$ cat src/rtl/data_mem_requester.sv
// Single-access initiator for the stall-handshake data memory port: one strobe, then track stall high->low.
// Build with DATA_MEM_REQ_MISALIGN_TRAP_EN to reject misaligned H/W accesses instead of issuing them.
module data_mem_requester #(
  parameter int TIMEOUT = 16,
  parameter int ADDR_W  = 14
) (
  input  logic              clk,
  input  logic              rst,
  input  logic              req_valid,
  output logic              req_ready,
  input  logic              req_write,
  input  logic [2:0]        req_funct3,
  input  logic [31:0]       req_addr,
  input  logic [31:0]       req_wdata,
  output logic              resp_valid,
  output logic [31:0]       resp_rdata,
  output logic              resp_err,
  output logic [ADDR_W-1:0] mem_addr,
  output logic [31:0]       mem_write_data,
  output logic              mem_memread,
  output logic              mem_memwrite,
  output logic [3:0]        mem_sign_mask,
  input  logic [31:0]       mem_read_data,
  input  logic              mem_clk_stall
);

  localparam int TW = $clog2(TIMEOUT + 1);

  typedef enum logic [2:0] {IDLE, ISSUE, WAIT_STALL, WAIT_DONE, RESP} state_t;

  state_t            state_q, state_d;
  logic [TW-1:0]     timer_q, timer_d;
  logic              is_write_q, is_write_d;
  logic [ADDR_W-1:0] mem_addr_q, mem_addr_d;
  logic [31:0]       wdata_q, wdata_d;
  logic [3:0]        mask_q, mask_d;
  logic              memread_q, memread_d;
  logic              memwrite_q, memwrite_d;
  logic              resp_valid_q, resp_valid_d;
  logic [31:0]       resp_rdata_q, resp_rdata_d;
  logic              resp_err_q, resp_err_d;

  logic       f3_ok, range_ok, req_bad, accept, timer_max;
  logic [3:0] req_mask;

  always_comb begin
    f3_ok    = (req_funct3 == 3'b000) || (req_funct3 == 3'b001) || (req_funct3 == 3'b010) ||
               (req_funct3 == 3'b100) || (req_funct3 == 3'b101);
    range_ok = (req_addr >> ADDR_W) == 32'd0;
`ifdef DATA_MEM_REQ_MISALIGN_TRAP_EN
    req_bad  = ~f3_ok | ~range_ok |
               ((req_funct3[1:0] == 2'b01) & req_addr[0]) |
               ((req_funct3[1:0] == 2'b10) & (req_addr[1:0] != 2'b00));
`else
    req_bad  = ~f3_ok | ~range_ok;
`endif
    // {signed, word, half|word, 1}; stores never carry the signed bit
    req_mask = {~req_write & ~req_funct3[2] & ~req_funct3[1],
                req_funct3[1:0] == 2'b10,
                req_funct3[1:0] != 2'b00,
                1'b1};
  end

  assign req_ready = (state_q == IDLE) & ~mem_clk_stall;
  assign accept    = req_valid & req_ready;
  assign timer_max = (timer_q == TW'(TIMEOUT - 1));

  always_comb begin
    state_d      = state_q;
    timer_d      = timer_q;
    is_write_d   = is_write_q;
    mem_addr_d   = mem_addr_q;
    wdata_d      = wdata_q;
    mask_d       = mask_q;
    memread_d    = 1'b0;
    memwrite_d   = 1'b0;
    resp_valid_d = 1'b0;
    resp_rdata_d = 32'd0;
    resp_err_d   = 1'b0;
    case (state_q)
      IDLE: begin
        if (accept) begin
          is_write_d = req_write;
          if (req_bad) begin
            state_d = RESP;
          end else begin
            mem_addr_d = req_addr[ADDR_W-1:0];
            wdata_d    = req_wdata;
            mask_d     = req_mask;
            memread_d  = ~req_write;
            memwrite_d = req_write;
            state_d    = ISSUE;
          end
        end
      end
      ISSUE: begin
        timer_d = '0;
        state_d = WAIT_STALL;
      end
      WAIT_STALL: begin
        if (timer_max) begin
          state_d      = RESP;
          resp_valid_d = 1'b1;
          resp_err_d   = 1'b1;
        end else begin
          timer_d = timer_q + 1'b1;
          if (mem_clk_stall) state_d = WAIT_DONE;
        end
      end
      WAIT_DONE: begin
        if (timer_max) begin
          state_d      = RESP;
          resp_valid_d = 1'b1;
          resp_err_d   = 1'b1;
        end else if (!mem_clk_stall) begin
          state_d      = RESP;
          resp_valid_d = 1'b1;
          resp_rdata_d = is_write_q ? 32'd0 : mem_read_data;
        end else begin
          timer_d = timer_q + 1'b1;
        end
      end
      RESP: begin
        // Entered without a pulse only from a rejected request: emit the error now
        if (!resp_valid_q) begin
          resp_valid_d = 1'b1;
          resp_err_d   = 1'b1;
        end else begin
          state_d = IDLE;
        end
      end
      default: state_d = IDLE;
    endcase
  end

  always_ff @(posedge clk or posedge rst) begin
    if (rst) begin
      state_q      <= IDLE;
      timer_q      <= '0;
      is_write_q   <= 1'b0;
      mem_addr_q   <= '0;
      wdata_q      <= 32'd0;
      mask_q       <= 4'd0;
      memread_q    <= 1'b0;
      memwrite_q   <= 1'b0;
      resp_valid_q <= 1'b0;
      resp_rdata_q <= 32'd0;
      resp_err_q   <= 1'b0;
    end else begin
      state_q      <= state_d;
      timer_q      <= timer_d;
      is_write_q   <= is_write_d;
      mem_addr_q   <= mem_addr_d;
      wdata_q      <= wdata_d;
      mask_q       <= mask_d;
      memread_q    <= memread_d;
      memwrite_q   <= memwrite_d;
      resp_valid_q <= resp_valid_d;
      resp_rdata_q <= resp_rdata_d;
      resp_err_q   <= resp_err_d;
    end
  end

  assign mem_addr       = mem_addr_q;
  assign mem_write_data = wdata_q;
  assign mem_sign_mask  = mask_q;
  assign mem_memread    = memread_q;
  assign mem_memwrite   = memwrite_q;
  assign resp_valid     = resp_valid_q;
  assign resp_rdata     = resp_rdata_q;
  assign resp_err       = resp_err_q;

endmodule

$ cat config.mk
export PLATFORM = sky130hd
export DESIGN_NAME = data_mem_requester
export DESIGN_NICKNAME = d
export VERILOG_FILES = /design/src/rtl/data_mem_requester.sv
export SDC_FILE = /design/constraint.sdc
export NUM_CORES = 1
export LEC_CHECK = 0
export ABC_AREA = 1
export CAP_MARGIN = 25
export CORE_MARGIN = 5
export CORE_UTILIZATION = 34
export DETAILED_ROUTE_END_ITERATION = 7
export PLACE_DENSITY = 0.8
export SLEW_MARGIN = 10
export SYNTH_ARGS = -nofsm -noshare
export SYNTH_HDL_FRONTEND = slang
export SYNTH_SLANG_ARGS = --single-unit
$ cat constraint.sdc
create_clock -name clk -period 11.06 [get_ports clk]
set_clock_uncertainty 0.2 [all_clocks]
set_input_delay 2.765 -clock clk [delete_from_list [all_inputs] [get_ports clk]]
set_output_delay 2.765 -clock clk [all_outputs]
set_load 0.02 [all_outputs]
==> Flow_metrics.wiki <==
{| class="wikitable"
! Metric !! Value
|-
| Synth Flop Type || dfrtp_1
|-
| CTS sink cnt || 95
|-
| Antenna violations before repair || 0
|-
| Final Routed Wirelength || 10.7 mm
|-
| Class of the most critical hold timing path || reg -> reg
|-
| Layout net count || 684
|-
| Post-synth net total || 500
|-
| Clock buffer depth || 2
|-
| Minimum clock period || 7.01 ns
|-
| Max H-tree Level || 3
|-
| Number of instances in the synthesized netlist || 394
|-
| Placed cell areas || 5790 um^2
|-
| Actual transition at the worst max-transition pin || 0.859 ns
|-
| Pwr Density || 129 nW/um^2
|-
| Cts repair resizes || 0
|-
| Number of hold buffers added after cts || 0
|-
| Arrival time worst endpoint || 4.04 ns
|-
| Total of flip-flops plus latches after synthesis || 95
|-
| Root buffer cell || clkbuf_16
|-
| Clock tree from TritonCTS || done
|-
| Status || finished, final reports clean
|-
| Total of fill cells in the finished design || 956
|-
| Count of inserted antenna diode cells || 0
|-
| Syn_area_per_cell || 9.74 um^2
|-
| Per-cell via count in the routed design || 4.69
|-
| Register area share after synthesis || 0.619
|-
| Nature of the critical path endpoint || output port
|-
| 1st-iter DRT viols || 142
|-
| Iteration count of the initial detailed-routing pass || 4
|-
| Number of remaining DRC errors || 0
|-
| Max-Cap Viols || 0
|-
| Final worst slack || 4.05 ns
|-
| Clk slew on worst S/H paths || 0.06 ns
|-
| Setup_tns || 0 ns
|-
| Vertical extent of the die || 116 um
|-
| Maximum number of pins on one net before global-route repair || 55
|-
| Worst slack at placement || 4.05 ns
|-
| Clock buffer count from CTS || 9
|-
| Initial Utilization || 0.351
|-
| Placed cell count || 705
|-
| Leakage || 2.90 nW
|-
| Layout overhead on the synthesized area || 60.1%
|-
| Synth cell types || 26
|-
| Final routed wire length divided by cell count || 14.7 um
|-
| Die Area || 13500 um^2
|-
| Post-synthesis async set-or-reset flop share || 1.00
|-
| Worst slew margin || 0.426
|-
| Count of boundary I/O pins || 191
|-
| Via count of the first global-routing pass || 3527
|-
| Insertion delay of the later-clocked pin in the worst-skew pair || 0.33 ns
|-
| Top cells by count, synth || nand2_1, dfrtp_1, nand3_1
|-
| Count leader, synth || nand2_1
|-
| Largest fanout of any net on the critical path || 5
|-
| Core Box Area || 10900 um^2
|-
| Yosys top cell by area || dfrtp_1
|-
| Number of warnings printed during yosys synthesis || 0
|-
| Number of failing setup endpoints in the final timing report || 0
|-
| Post-route ant nets || 0
|-
| Maximum ir drop on the vdd rail || 87.8 uV
|-
| Ratio of cells with drive above 1 in the final layout || 0.0549
|-
| Hpwl dp || 7.73 mm
|-
| Finished Cell Area || 6140 um^2
|-
| Number of enable-type register cells in the synthesized netlist || 0
|-
| Buffers on Ports || 190
|-
| Site row count || 38
|-
| Post-CTS Setup Inserts || 0
|-
| CP startpoint kind || primary input
|-
| Weighted congestion reported at the end of routability-driven placement || 0.817
|-
| Max Freq || 0.143 GHz
|-
| Crit path kind || in -> out
|-
| Setup repair after global routing missed its margin || false
|-
| Final worst path period share || 0.634
|-
| Post-layout instance count excluding filler cells || 723
|-
| Routed via count || 3394
|-
| Die width || 116 um
|-
| Share of the synthesized area in the top cell type || 0.619
|-
| Wire length of the first global-routing pass || 17.0 mm
|-
| Count of final hold-check violations || 0
|-
| Synth area leaders || dfrtp_1, nand2_1, nand3_1
|-
| Post-layout total power || 0.000795 W
|-
| Cell area after synthesis || 3840 um^2
|-
| Total grt overflow || 0
|-
| Required time of the worst setup path || 8.10 ns
|-
| Overall global routing resource usage || 0.158
|-
| Fin. max-slew vios || 0
|}
[worst paths after layout]
check | startpoint | end | slack (ns) | depth (start not counted)
max | mem_clk_stall | req_ready | 4.05 | 3
min | mem_addr[5] | mem_addr[5] | 0.27 | 2
max reg2reg | timer_q[0] | resp_rdata[28] | 8.88 | 8
min reg2reg | mem_addr[5] | mem_addr[5] | 0.27 | 2
max in group asynchronous | rst | resp_rdata[7] | 6.97 | 3
min in group asynchronous | rst | resp_rdata[1] | 2.62 | 2
[critical path: stages]
cell	delay, ns
clkdlybuf4s50_1	0.52
nor2_1	0.15
clkdlybuf4s50_1	0.61
[cell families after synthesis]
family | Yosys count | synth area share
adders and majority gates | 2 | 0.00652
buffers and inverters | 41 | 0.0567
xor gates and xnor gates | 1 | 0.00228
and+or+nand+nor | 243 | 0.297
AOI/OAI and AO/OA | 12 | 0.0179
DFF | 95 | 0.619
[flip-flops by register name, indices dropped and copies added, names as in the netlist]
register,count
mem_memwrite,1
mem_sign_mask,4
timer_q,5
mem_memread,1
mem_addr,14
resp_rdata,32
resp_valid,1
is_write_q,1
mem_write_data,32
state_q,3
resp_err,1
[where the power goes]
part           leakage (nW)  internal (W)  total (W)  switching [W]
clock                 0.156      0.000193   0.000315       0.000122
sequential             1.31      0.000355   0.000359     0.00000394
combinational          1.44     0.0000558   0.000121      0.0000656
total                  2.90      0.000603   0.000795       0.000192
[routing by layer]
metal	GRT usage	vias up	wire length [um]
met5	0	-	0
met4	0.0650	0	231
met3	0.0554	19	1130
met2	0.263	145	5100
met1	0.186	1601	4200
li1	-	1629	-
[cell type report]
cell class                 count  area (um^2)  area share
inverter                      20         77.6      0.0126
clock inverter                 3         40.0     0.00652
clock buffer                  13          270      0.0440
multi-input combinational    258         1240       0.202
sequential                    95         2380       0.387
tap                          140          175      0.0285
timing repair buffer         194         1960       0.319
[cells in the final DEF, fill, tap and decap left out]
cell / n
or2_0: 1
clkdlybuf4s50_1: 190
clkbuf_8: 3
bufinv_16: 1
inv_1: 14
inv_4: 1
a21oi_1: 2
o21ai_0: 7
dfrtp_1: 95
ha_1: 2
nand2_1: 124
nor3b_1: 32
o31ai_1: 1
nand4_1: 2
nor2_1: 23
clkbuf_16: 9
nand3_1: 52
buf_4: 2
nand2_2: 2
nor3_1: 2
xor2_1: 1
inv_2: 5
buf_16: 1
o21a_1: 1
nor3_4: 1
or2_2: 1
clkinv_2: 2
nor2_2: 2
clkbuf_1: 1
buf_8: 1
nand2_4: 1
o311ai_0: 1
[stage by stage]
step                utilization  hold WS, ns
floorplan                     -        0.252
global placement          0.529        0.254
detailed placement        0.529        0.257
CTS                       0.558        0.273
global route              0.562        0.284
finish                    0.562        0.269
(Power assumes the default switching activity.)
